===== src/rtl/alu_request_arbiter_pkg.sv =====
// alu_ctrl_pkg: ALU select codes, legal-opcode check and arbiter state encoding
package alu_ctrl_pkg;
  localparam logic [3:0] SEL_ADD = 4'b0100;
  localparam logic [3:0] SEL_SUBTRACT = 4'b0101;
  localparam logic [3:0] SEL_INVERT_A = 4'b1000;
  localparam logic [3:0] SEL_OR = 4'b1001;
  localparam logic [3:0] SEL_AND = 4'b1010;
  localparam logic [3:0] SEL_XOR = 4'b1011;
  localparam logic [3:0] SEL_SHIFT_LEFT = 4'b1100;
  localparam logic [3:0] SEL_SHIFT_RIGHT = 4'b1101;
  localparam logic [3:0] SEL_SHIFT_RIGHT_ARITH = 4'b1110;
  localparam logic [3:0] SEL_PASS_A = 4'b1111;
  typedef enum logic [1:0] {IDLE = 2'd0, ISSUE = 2'd1, RESPOND = 2'd2} state_t;
  function automatic logic is_legal(input logic [3:0] s);
    return s == SEL_ADD || s == SEL_SUBTRACT || s[3];
  endfunction
endpackage


===== src/rtl/alu_request_arbiter_if.sv =====
// alu_request_arbiter_if: request, ALU and response signals shared by requesters and the arbiter
interface alu_request_arbiter_if #(
  parameter int DataLength = 4,
  parameter int NumRequesters = 4,
  parameter int IdWidth = 2
);
  logic [NumRequesters-1:0] req_valid;
  logic [NumRequesters-1:0] req_ready;
  logic [4*NumRequesters-1:0] req_select;
  logic [DataLength*NumRequesters-1:0] req_a;
  logic [DataLength*NumRequesters-1:0] req_b;
  logic [NumRequesters-1:0] req_carry_in;
  logic [3:0] alu_select;
  logic [DataLength-1:0] alu_a;
  logic [DataLength-1:0] alu_b;
  logic alu_carry_in;
  logic [DataLength-1:0] alu_result;
  logic alu_carry_out;
  logic rsp_valid;
  logic rsp_ready;
  logic [IdWidth-1:0] rsp_id;
  logic [DataLength-1:0] rsp_result;
  logic rsp_carry_out;
  logic rsp_illegal;
  modport slave(
    input req_valid, req_select, req_a, req_b, req_carry_in, alu_result, alu_carry_out, rsp_ready,
    output req_ready, alu_select, alu_a, alu_b, alu_carry_in, rsp_valid, rsp_id, rsp_result,
    rsp_carry_out, rsp_illegal
  );
  modport master(
    output req_valid, req_select, req_a, req_b, req_carry_in, alu_result, alu_carry_out, rsp_ready,
    input req_ready, alu_select, alu_a, alu_b, alu_carry_in, rsp_valid, rsp_id, rsp_result,
    rsp_carry_out, rsp_illegal
  );
endinterface


===== src/rtl/alu_request_arbiter_rr_arbiter.sv =====
// rr_arbiter: combinational round-robin search for the first request at or after ptr
module rr_arbiter #(
  parameter int N = 4,
  parameter int W = 2
) (
  input  logic [N-1:0] req,
  input  logic [W-1:0] ptr,
  output logic [N-1:0] grant,
  output logic [W-1:0] idx,
  output logic         any
);
  logic [W-1:0] j;
  // Scan offsets from farthest to nearest so the nearest valid index at or after ptr wins
  always_comb begin
    idx = '0;
    j = '0;
    for (int k = N - 1; k >= 0; k--) begin
      j = W'((int'(ptr) + k) % N);
      idx = req[j] ? j : idx;
    end
    any = |req;
    grant = any ? N'(1) << idx : '0;
  end
endmodule


===== src/rtl/alu_request_arbiter.sv =====
// alu_request_arbiter: round-robin sharing of one external ALU between several requesters
module alu_request_arbiter
  import alu_ctrl_pkg::*;
#(
  parameter int DataLength = 4,
  parameter int NumRequesters = 4,
  parameter int IdWidth = 2
) (
  input logic clk,
  input logic rst,
  alu_request_arbiter_if.slave bus
);
  state_t state, state_next;
  logic [IdWidth-1:0] ptr, id, win;
  logic [NumRequesters-1:0] grant;
  logic any;
  logic [3:0] sel;
  logic [DataLength-1:0] op_a, op_b, result;
  logic op_c, carry, illegal;
  rr_arbiter #(.N(NumRequesters), .W(IdWidth)) u_arb (
    .req(bus.req_valid),
    .ptr(ptr),
    .grant(grant),
    .idx(win),
    .any(any)
  );
  assign bus.req_ready = (state == IDLE && !rst) ? grant : '0;
  assign bus.alu_select = sel;
  assign bus.alu_a = op_a;
  assign bus.alu_b = op_b;
  assign bus.alu_carry_in = op_c;
  assign bus.rsp_valid = state == RESPOND;
  assign bus.rsp_id = id;
  assign bus.rsp_result = result;
  assign bus.rsp_carry_out = carry;
  assign bus.rsp_illegal = illegal;
  // Grant moves to ISSUE, ISSUE lasts one cycle, RESPOND waits for the consumer
  always_comb begin
    state_next = state == IDLE ? (any ? ISSUE : IDLE) : state == ISSUE ? RESPOND : (bus.rsp_ready ? IDLE : RESPOND);
  end
  // State register
  always_ff @(posedge clk or posedge rst) begin
    if (rst) state <= IDLE;
    else state <= state_next;
  end
  // Latch operands on grant, capture the ALU in ISSUE, advance the pointer on the response handshake
  always_ff @(posedge clk or posedge rst) begin
    if (rst) begin
      ptr <= '0;
      id <= '0;
      sel <= '0;
      op_a <= '0;
      op_b <= '0;
      op_c <= 1'b0;
      result <= '0;
      carry <= 1'b0;
      illegal <= 1'b0;
    end else begin
      if (state == IDLE && any) begin
        sel <= bus.req_select[4*win +: 4];
        op_a <= bus.req_a[DataLength*win +: DataLength];
        op_b <= bus.req_b[DataLength*win +: DataLength];
        op_c <= bus.req_carry_in[win];
        id <= win;
      end
      if (state == ISSUE) begin
        result <= bus.alu_result;
        carry <= bus.alu_carry_out;
        illegal <= !is_legal(sel);
      end
      if (state == RESPOND && bus.rsp_ready) ptr <= id == IdWidth'(NumRequesters - 1) ? '0 : id + 1'b1;
    end
  end
endmodule

===== src/flat_wrapper.sv =====
// flat-port wrapper written by rule: the top's interface ports become plain ports
module alu_request_arbiter_flat import alu_ctrl_pkg::*;
#(
  parameter int DataLength = 4,
  parameter int NumRequesters = 4,
  parameter int IdWidth = 2
)
  (clk, rst, bus_req_valid, bus_req_select, bus_req_a, bus_req_b, bus_req_carry_in, bus_alu_result, bus_alu_carry_out, bus_rsp_ready, bus_req_ready, bus_alu_select, bus_alu_a, bus_alu_b, bus_alu_carry_in, bus_rsp_valid, bus_rsp_id, bus_rsp_result, bus_rsp_carry_out, bus_rsp_illegal);
  alu_request_arbiter_if #(.DataLength(DataLength), .NumRequesters(NumRequesters), .IdWidth(IdWidth)) bus_i ();
  input logic clk;
  input logic rst;
  input wire logic [$bits(bus_i.req_valid)-1:0] bus_req_valid;
  input wire logic [$bits(bus_i.req_select)-1:0] bus_req_select;
  input wire logic [$bits(bus_i.req_a)-1:0] bus_req_a;
  input wire logic [$bits(bus_i.req_b)-1:0] bus_req_b;
  input wire logic [$bits(bus_i.req_carry_in)-1:0] bus_req_carry_in;
  input wire logic [$bits(bus_i.alu_result)-1:0] bus_alu_result;
  input wire logic [$bits(bus_i.alu_carry_out)-1:0] bus_alu_carry_out;
  input wire logic [$bits(bus_i.rsp_ready)-1:0] bus_rsp_ready;
  output wire logic [$bits(bus_i.req_ready)-1:0] bus_req_ready;
  output wire logic [$bits(bus_i.alu_select)-1:0] bus_alu_select;
  output wire logic [$bits(bus_i.alu_a)-1:0] bus_alu_a;
  output wire logic [$bits(bus_i.alu_b)-1:0] bus_alu_b;
  output wire logic [$bits(bus_i.alu_carry_in)-1:0] bus_alu_carry_in;
  output wire logic [$bits(bus_i.rsp_valid)-1:0] bus_rsp_valid;
  output wire logic [$bits(bus_i.rsp_id)-1:0] bus_rsp_id;
  output wire logic [$bits(bus_i.rsp_result)-1:0] bus_rsp_result;
  output wire logic [$bits(bus_i.rsp_carry_out)-1:0] bus_rsp_carry_out;
  output wire logic [$bits(bus_i.rsp_illegal)-1:0] bus_rsp_illegal;
  assign bus_i.req_valid = bus_req_valid;
  assign bus_i.req_select = bus_req_select;
  assign bus_i.req_a = bus_req_a;
  assign bus_i.req_b = bus_req_b;
  assign bus_i.req_carry_in = bus_req_carry_in;
  assign bus_i.alu_result = bus_alu_result;
  assign bus_i.alu_carry_out = bus_alu_carry_out;
  assign bus_i.rsp_ready = bus_rsp_ready;
  assign bus_req_ready = bus_i.req_ready;
  assign bus_alu_select = bus_i.alu_select;
  assign bus_alu_a = bus_i.alu_a;
  assign bus_alu_b = bus_i.alu_b;
  assign bus_alu_carry_in = bus_i.alu_carry_in;
  assign bus_rsp_valid = bus_i.rsp_valid;
  assign bus_rsp_id = bus_i.rsp_id;
  assign bus_rsp_result = bus_i.rsp_result;
  assign bus_rsp_carry_out = bus_i.rsp_carry_out;
  assign bus_rsp_illegal = bus_i.rsp_illegal;
  alu_request_arbiter #(.DataLength(DataLength), .NumRequesters(NumRequesters), .IdWidth(IdWidth)) u_core (.clk(clk), .rst(rst), .bus(bus_i));
endmodule

===== config.mk =====
export PLATFORM = sky130hd
export DESIGN_NAME = alu_request_arbiter_flat
export DESIGN_NICKNAME = d
export VERILOG_FILES = /design/src/rtl/alu_request_arbiter_pkg.sv /design/src/rtl/alu_request_arbiter_if.sv /design/src/rtl/alu_request_arbiter_rr_arbiter.sv /design/src/rtl/alu_request_arbiter.sv /design/src/flat_wrapper.sv
export SDC_FILE = /design/constraint.sdc
export NUM_CORES = 1
export LEC_CHECK = 0
export BUFFER_PORTS_ARGS = -buffer_cell sky130_fd_sc_hd__buf_4
export CORE_MARGIN = 1
export CORE_UTILIZATION = 38
export CTS_CLUSTER_SIZE = 28
export DETAILED_ROUTE_END_ITERATION = 7
export PLACE_DENSITY = 0.76
export SLEW_MARGIN = 0
export SYNTH_ARGS = -nofsm -noshare
export SYNTH_HDL_FRONTEND = slang
export SYNTH_SLANG_ARGS = --single-unit

===== constraint.sdc =====
create_clock -name clk -period 1.4 [get_ports clk]
set_input_delay 0.14 -clock clk [delete_from_list [all_inputs] [get_ports clk]]
set_output_delay 0.14 -clock clk [all_outputs]
set_load 0.05 [all_outputs]

# Word level (Yosys, flattened, before mapping)
# Cells that the tools add are included.
word_totals:
  regBits: 25
  word_cells: 58
  output_inout_bits: 26
  in_bits: 64
classes:
  add_sub_neg: 4
  n_mux: 21
  n_lt_le_gt_ge: 5
  n_eq_ne: 5
  shifts: 4
  n_reduce_logical: 9
ops:
  columns: ["cell", "count"]
  rows:
  - ["$shiftx A16 B5 Y4", 3]
  - ["$mux W2", 8]
  - ["$lt A2 B3 Y1 const B", 5]
  - ["$bmux W1 S2", 5]
  - ["$eq A4 B3 Y1 const B", 2]
  - ["$mux W4", 2]
  - ["$mux W1", 6]
  - ["$add A2 B1 Y2 const B", 2]
  - ["$add A2 B2 Y2 const B", 2]
  - ["$eq A2 B2 Y1 const B", 2]
  - ["$reduce_or A4 Y1", 1]
  - ["$shl A1 B2 Y4 const A", 1]
  - ["$logic_and A1 B1 Y1", 3]
  - ["$eq A2 B1 Y1 const B", 1]
  - ["$logic_not A1 Y1", 2]
  - ["$logic_not A2 Y1", 1]
  - ["$logic_or A1 B1 Y1", 2]

# Longest topological paths before layout
# Gate-level depths: netlist of run 1.
depth:
  word_depth: 10
  ltp_mapped: 7
  depth_no_buf: 5

# Modules after synthesis
# A second synthesis of run 1 with hierarchy kept.
unflattened:
  hier_cells: 149
  hier_area_um2: 1595.3
by_module_without_submodules:
  columns: ["module", "area_per_inst_um2", "n_inst", "cells_per_inst"]
  rows:
  - ["alu_request_arbiter", 1383.8, 1, 116]
  - ["rr_arbiter", 211.5, 1, 33]

# Worst setup path after synthesis of run 1
# No wires, ideal clock.
synth_timing:
  path_kind: "reg2out"
  startpoint: "reg u_core.ptr[0]"
  endpoint: "out bus_req_ready[1]"
  path_stages_with_launch: 7
  arrival_time_ns: 2.571
  n_path_buf: 2
  slack_ns: -1.311
  t_required_ns: 1.260
  cell_sequence: "dfrtp_1 -> nor2b_4 -> a21o_1 -> a211o_1 -> buf_6 -> buf_6 -> nor4_1"
synth_between:
  elab_chain_cells: 10
  word_cells_on_any_way: 18
  classes_between: "3 x add/sub; 1 x shift; 14 x mux"
synth_lines:
  columns: ["element", "line_no", "text"]
  rows:
  - ["from (decl)", "alu_request_arbiter.sv:14", "logic [IdWidth-1:0] ptr, id, win;"]
  - ["from (signal assigned)", "alu_request_arbiter.sv:71", "if (state == RESPOND && bus.rsp_ready) ptr <= id == IdWidth'(NumRequesters - 1) ? '0 : id + 1'b1;"]
  - ["$add A2 B2 Y2", "alu_request_arbiter_rr_arbiter.sv:18", "j = W'((int'(ptr) + k) % N);"]
  - ["$bmux W1 S2", "alu_request_arbiter_rr_arbiter.sv:19", "idx = req[j] ? j : idx;"]
  - ["$mux W1 (implied by the code)", "alu_request_arbiter_rr_arbiter.sv:19", null]
  - ["$mux W2 (3 in series)", "alu_request_arbiter_rr_arbiter.sv:19", null]
  - ["$mux W2 (*)", "alu_request_arbiter_rr_arbiter.sv:19", null]
  - ["$shl A1 B2 Y4 (*)", "alu_request_arbiter_rr_arbiter.sv:22", "grant = any ? N'(1) << idx : '0;"]
  - ["$mux W4 (*)", "alu_request_arbiter_rr_arbiter.sv:22", null]
  - ["$mux W4 (*)", "alu_request_arbiter.sv:27", "assign bus.req_ready = (state == IDLE && !rst) ? grant : '0;"]
  - ["to (decl)", "flat_wrapper.sv:20", "output wire logic [$bits(bus_i.req_ready)-1:0] bus_req_ready;"]
# Every way passes the cells marked *; elsewhere a longest branch is shown, timed or not. The select of a mux whose other input is x is not followed.

# Worst setup path after layout of run 1
# Ends and elaborated chain as after synthesis.

==> results of run 1 <==
[worst max-delay path: cells and delay by family (launching register included)]
family          cells  cell delay [ns]
compound gates      2             0.41
buf+inv             2             0.33
flops               1             0.41
simple gates        2             0.30
[power groups by stage]
stage | clock, mW | combinational (mW) | sequential [mW]
after floorplan | 0 | 1.50 | 2.35
after global placement | 0 | 3.48 | 1.31
after detailed placement | 0 | 3.58 | 1.34
after CTS | 0.434 | 3.82 | 1.32
after global routing | 0.473 | 4.14 | 1.39
final | 0.428 | 3.96 | 1.35
[metrics by stage]
step	hold WS (ns)	setup WS [ns]	util, %
after floorplan	0.1810	-0.3970	-
after CTS	0.03706	-0.4881	68.98
final	0.04343	-0.4594	70.49
after detailed placement	0.2553	-0.3404	64.14
after global routing	0.03291	-0.5801	70.49
after global placement	0.2364	-0.2505	64.14
[worst max-delay path by stage]
stage                        to  slack [ns]  cells after the start
4_1_cts        bus_req_ready[1]       -0.49                      6
2_1_floorplan  bus_req_ready[1]       -0.40                      6
5_1_grt        bus_req_ready[3]       -0.58                      6
6_report       bus_req_ready[1]       -0.46                      6
3_5_place_dp   bus_req_ready[0]       -0.34                      5
3_3_place_gp   bus_req_ready[0]       -0.25                      5
[timing repair]
item,4_1_cts,5_1_grt
cloned,1,1
setup endpoints to repair,18,19
setup buffers,4,1
pin swaps,3,4
gates resized for setup,8,11
hold buffers,2,0
endpoints found under the hold margin,9,0
[final cells by class]
cell class / count / area [um2]
Fill cell: 274 / 1023
Timing Repair Buffer: 112 / 910.9
Multi-Input combinational cell: 93 / 793.3
Sequential cell: 25 / 626.9
Tap cell: 46 / 57.56
Clock buffer: 4 / 45.04
Inverter: 3 / 11.26
[layer usage]
layer | global-route usage [%] | vias to the layer above | share of wire, %
met2 | 42.74 | 67 | 56
met5 | 0 | - | 0
met3 | 1.993 | 7 | 5.5
li1 | - | 697 | -
met4 | 7.670 | 0 | 1.6
met1 | 24.68 | 729 | 37
[placed cells by master, fill, tap and decap left out, types with 2 or more instances in the layout]
cell type      count
dfrtp_1           24
clkbuf_8           3
nor2_1             4
nand2_1           19
nor2b_1            2
nand2b_1           3
a21oi_1            2
dlygate4sd3_1      2
buf_4            101
nor4_4             2
mux2_2             6
nor2b_4            2
buf_6              4
o221ai_1          13
mux2i_1           25
buf_8              2
inv_1              2
[synthesized netlist by cell type (2+ instances only)]
library cell,count
nor2b_1,3
buf_2,3
nor4_1,2
nand2_1,20
and4_1,2
clkbuf_1,2
buf_6,2
o21ai_0,2
nor2_1,4
nand2b_1,3
mux2_2,6
inv_1,2
dfrtp_1,25
a211o_1,2
a21oi_1,3
mux2i_1,26
o221ai_1,13
[sequential cells by signal (all words and copies together), names as in the netlist]
signal,flops
u_core.bus.alu_a,4
u_core.bus.alu_b,4
u_core.bus.alu_select,4
u_core.bus.rsp_result,4
u_core.bus.rsp_id,2
u_core.ptr,2
u_core.state,2
u_core.bus.alu_carry_in,1
u_core.bus.rsp_carry_out,1
u_core.bus.rsp_illegal,1
[cells by family after synthesis]
family          Yosys count  share of synthesized area, %
flops                    25                         43.82
fa+ha+maj                 1                        0.8763
simple gates             35                         12.01
buf+inv                  12                         6.397
compound gates           25                         13.94
mux                      32                         22.96
==> key figures, run 1 <==
Die
  • Die Height: about 63 um
  • Cell row count: 21
  • Die width: roughly 63 um
  • Initial Utilization: 41.16%
  • Full die area: approximately 4000 um2
  • Core box area: 3468 um2
  • # IOs: 90

Setup path
  • Reg2reg path depth: 7
  • R2R Path Start: u_core.ptr[0]$_DFFE_PP0P_
  • Crit Path Max Fanout: 4
  • CP cell instances: nand2b_1 > a21oi_1 > a211o_4 > buf_12 > nor4_4 > buf_6
  • Setup CP Type: flop to primary output
  • Crit. End Element: primary output
  • Max incr delay on CP: approximately 0.41 ns
  • Worst setup path start: u_core.ptr[0]$_DFFE_PP0P_
  • Reg2reg end: u_core.bus.alu_select[0]$_DFFE_PP0P_
  • Crit-path slowest cell: dfrtp_1
  • Worst setup SP type: flop
  • Worst reg-to-reg setup slack: -0.43 ns
  • WP data required: between 1 and 1.5 ns
  • WP data arrival: 1.72 ns

Worst hold path
  • WHS Endpoint: u_core.state[1]$_DFF_PP0_
  • Hold Startpoint: bus_rsp_ready
  • Hold crit path type: input pin to flop
  • Worst hold path cell count: 2

Placement
  • Dpl cells: 270
  • Placed inst area: 2225 um2
  • GP Congestion: 0.8199
  • IO Port Bufs: 89
  • Detail Placement HPWL: approximately 3.3 mm

Final layout
  • Nets: ~300
  • Finished Layout Cells: 283
  • Area delta synth->final: 71.25%
  • Design Area, Final: 2445 um2
  • Share of layout cells above drive strength 1: 56.12%
  • Antenna Cells: 0

Power
  • Clock group share of total power: around 7.5%
  • Leakage power: 1.269 nW
  • Max IR drop VDD: 1.188 mV
  • P_int: between 2 and 3 mW
  • Sw frac: 49.17%
  • Pwr Total: between 5 and 6 mW
  • Combinational Power Share: 69.0%
  • Part of the power in registers: 23.5%
  • Pwr Density: roughly 2300 nW/um2
  • Net switching power: 2.819 mW

Logic synthesis
  • Post-synth EDFFs: 0
  • Leading area contributor after synthesis: dfrtp_1
  • Sequential share of the synthesized area: 43.82%
  • Synth Cell Area: 1428 um2
  • Top FF cell, synth: dfrtp_1
  • Synth top area share: 43.82%
  • Syn_area_per_cell: ~11 um2
  • Syn Nets: 195
  • Syn. warnings: 0
  • Flops & latches, synth: 25
  • Netlist cell types: 27
  • Asr flop ratio synth: 100.0%
  • Synth Instances: 130
  • Synth area leaders: dfrtp_1 (44%), mux2i_1 (18%), o221ai_1 (8.0%), nand2_1 (5.3%), mux2_2 (4.7%)

Clocking
  • CTS tree: yes
  • Clk slew on worst S/H paths: around 0.08 ns
  • CTS Buffer Depth: 2
  • CTS Buf Count: 3
  • CTS Sinks: 25
  • Worst skew pair latency: 0.27 ns
  • Root buffer cell: clkbuf_8
  • H-tree depth: 1

Global route
  • Global-route wire length before repair: slightly below 7 mm
  • Antenna violations before repair: 0
  • Global route overflow: 0
  • Tot GR Track Use: 22.04%
  • Vias in the first global route: 1,553
  • Largest net degree at the start of global routing: 17

Drt
  • Drt drc: 0
  • DRT iter0 DRCs: 102
  • Antenna Nets Post-Route: 0
  • Vias: ~1,500
  • Final WL: 4.516 mm
  • Via density: 5.300
  • TritonRoute pass-1 iters: 5
  • WL/cell: 15.96 um

STA
  • Count of final setup violators: 19
  • Final Slew Violations: 0
  • Setup TNS: -7.143 ns
  • RSZ-0062 raised after global routing: yes
  • Tmin final: 1.859 ns
  • Final hold vios: 0
  • Slew Limit Headroom: 80.89%
  • Part of the cycle the worst path needs: 132.8%
  • Worst clock skew: 0.005374 ns
  • Worst slew pin tran: 0.2829 ns
  • Final worst slack: -0.4594 ns
  • Fmax: 0.5378 GHz

Run status
  • Failing checks: negative setup slack
  • Outcome: finished, violations left

Flow run
  • Maxcap violations: 0
Power figures use the tool's default switching activity.
==> inputs of run 2 (changes only) <==
CELL_PAD_IN_SITES_DETAIL_PLACEMENT = 1   (was unset)
CELL_PAD_IN_SITES_GLOBAL_PLACEMENT = 2   (was unset)
CORE_UTILIZATION = 21   (was 38)
PLACE_DENSITY = unset   (was 0.76)
PLACE_DENSITY_LB_ADDON = 0.1   (was unset)
==> run 2 against run 1 <==
  * The run ends with design-rule violations, negative setup slack left
  * Combinational power grew 6.1%
  * Flip-flop and latch count is the same
  * Clock skew is 0.0021 ns lower
  * Count of clock-buffer cells in the layout unchanged
  * Sequential share of layout area down 1.3 points
  * Largest power group unchanged
==> key figures, run 2 (synthesis gave the netlist of run 1 again) <==
STA
  • Final worst slack: -0.4795 ns (-0.02008 ns)
  • Part of the cycle the worst path needs: 134.2% (+1.4 points)
  • Final hold vios: 0 (unchanged)
  • Worst clock skew: 0.003235 ns (-0.002139 ns)
  • Slew Limit Headroom: 79.07% (-1.8 points)
  • RSZ-0062 raised after global routing: yes
  • Worst slew pin tran: 0.3098 ns (+0.02694 ns)
  • Worst hold margin: 0.04017 ns (-0.003267 ns)
  • Setup TNS: -7.499 ns (-0.3558 ns)
  • Count of final setup violators: 19 (unchanged)
  • Tmin final: 1.879 ns (+0.02008 ns)
  • Fmax: 0.5321 GHz (-1.1%)
  • Final Slew Violations: 0 (unchanged)

Placement
  • Dpl cells: 299 (+11%)
  • Detail Placement HPWL: 3.628 mm (+10%)
  • GP Congestion: 0.7731 (-5.7%)
  • IO Port Bufs: 89 (unchanged)
  • Pre-CTS setup slack: -0.3040 ns (+0.03645 ns)

Flow run
  • Maxcap violations: 0 (unchanged)

Power
  • P_int: 3.087 mW (+6.0%)
  • Max IR drop VDD: 0.7526 mV (-37%)
  • Net switching power: 2.892 mW (+2.6%)
  • Sw frac: 48.37% (-0.80 points)
  • Combinational Power Share: 70.2% (+1.2 points)
  • Pwr Density: 2320 nW/um2 (-1.1%)
  • Part of the power in registers: 22.5% (-1.0 points)
  • Clock group share of total power: 7.3% (-0.2 points)
  • Leakage power: 1.284 nW (+1.2%)

Final layout
  • Area occupied by multi-input gates: 854.6 um2 (+7.7%)
  • Layout Utilization: 39.91% (-31 points)
  • Antenna Cells: 0 (unchanged)
  • FF/Latch Area: 626.9 um2 (unchanged)
  • # fillers: 721 (+160%)
  • Commonest non-fill, non-tap cell in the layout: buf_4
  • Area delta synth->final: 80.54%
  • Nets: 302 (-0.33%)
  • Most frequent cells in the layout: buf_4 (99), dfrtp_1 (24), mux2i_1 (21), nand2_1 (18), o221ai_1 (11)
  • Finished Layout Cells: 313 (+11%)
  • Share of layout cells above drive strength 1: 60.17% (+4.1 points)

Die
  • Full die area: 7132 um2 (+78%)
  • Die width: 84.45 um (+33%)
  • Cell row count: 29 (+38%)
  • # IOs: 90 (unchanged)
  • Die Height: 84.45 um (+33%)
  • Initial Utilization: 22.10% (-19 points)
  • Core box area: 6459 um2 (+86%)

Clocking
  • Root buffer cell: clkbuf_8
  • CTS Buffer Depth: 2 (unchanged)
  • Clk slew on worst S/H paths: 0.09 ns (about the same)
  • CTS tree: yes
  • CTS Sinks: 25 (unchanged)
  • H-tree depth: 1 (unchanged)
  • Worst skew pair latency: 0.27 ns (about the same)
  • CTS Buf Count: 3 (unchanged)

Run status
  • Outcome: finished, violations left
  • Failing checks: design-rule violations, negative setup slack

Global route
  • Tot GR Track Use: 13.40% (-8.6 points)
  • Antenna violations before repair: 0 (unchanged)
  • Global-route wire length before repair: 7.603 mm (+11%)
  • Largest net degree at the start of global routing: 16 (-1)
  • Vias in the first global route: 1,598 (+2.9%)
  • Global route overflow: 0 (unchanged)

Setup path
  • WP data required: 1.26 ns (about the same)
  • Crit Path Max Fanout: 4 (unchanged)
  • Worst reg-to-reg setup slack: -0.46 ns (-0.03 ns)
  • Worst setup SP type: flop
  • Crit. End Element: primary output
  • Setup CP Type: flop to primary output
  • WP data arrival: 1.74 ns (+0.02 ns)
  • Reg2reg path depth: 8 (+1)

Drt
  • Via density: 4.658 (-12%)
  • Vias: 1,458 (-2.8%)
  • Antenna Nets Post-Route: 0 (unchanged)
  • Drt drc: 5 (+5)
  • DRT iter0 DRCs: 20 (-80%)
  • Final WL: 4.833 mm (+7.0%)
  • TritonRoute pass-1 iters: 8 (+3)
  • WL/cell: 15.44 um (-3.2%)

Worst hold path
  • Worst hold path cell count: 2 (unchanged)
  • Hold crit path type: input pin to flop
run 2: cell types whose count changed in the layout (fill, tap and decap cells not counted), sizes merged:
cell and change:
buf +1, bufbuf -1, dlygate4sd3 -1
run 2: final timing paths:
check	startpoint	end
min in group asynchronous	rst	u_core.bus.alu_b[2]$_DFFE_PP0P_
setup / recovery	u_core.ptr[0]$_DFFE_PP0P_	bus_req_ready[1]
hold reg to reg	u_core.bus.alu_a[0]$_DFFE_PP0P_	u_core.bus.alu_a[0]$_DFFE_PP0P_
max in group asynchronous	rst	u_core.state[1]$_DFF_PP0_
hold / removal	bus_rsp_ready	u_core.state[1]$_DFF_PP0_
setup reg to reg	u_core.ptr[0]$_DFFE_PP0P_	u_core.bus.alu_a[2]$_DFFE_PP0P_
run 2: cell type report:
| type | count | share of cell area (%) |
|---|---|---|
| Timing Repair Buffer | 111 | 36.60 |
| Tap cell | 77 | 3.738 |
| Inverter | 3 | 0.4369 |
| Clock buffer | 4 | 1.748 |
| Multi-Input combinational cell | 93 | 33.16 |
| Sequential cell | 25 | 24.32 |
run 2: metal layers:
metal  track usage (%)  share of wire (%)
met5                 0                  0
met4             2.773                1.3
met3             3.540                6.5
met2             26.60                 56
met1             14.09                 36
run 2: power by group through the flow:
stage          sequential, mW  clock [mW]  combinational (mW)
3_5_place_dp             1.35           0                3.57
3_3_place_gp             1.33           0                3.55
6_report                 1.35       0.436                4.20
5_1_grt                  1.39       0.491                4.44
4_1_cts                  1.35       0.465                4.07
2_1_floorplan            2.35           0                1.50
run 2: stage by stage:
stage	instance area (um2)	power (mW)
6_report	2577	5.978
4_1_cts	2502	5.883
3_3_place_gp	2250	4.871
3_5_place_dp	2250	4.917
5_1_grt	2577	6.322
2_1_floorplan	1465	3.852
run 2: worst max-delay path, stage by stage, from the launching register on:
cell and delay [ns]:
dfrtp_1 0.42, nor2b_4 0.06, a21o_1 0.16, a211o_4 0.35, buf_12 0.14, nor4_4 0.14, buf_6 0.19
run 2: what timing repair did:
action,4_1_cts,5_1_grt
gates cloned,2,0
gates resized for setup,28,12
setup endpoints to repair,19,19
pin swaps,13,3
hold buffers,1,0
setup buffers,5,2
hold endpoints to repair,20,0
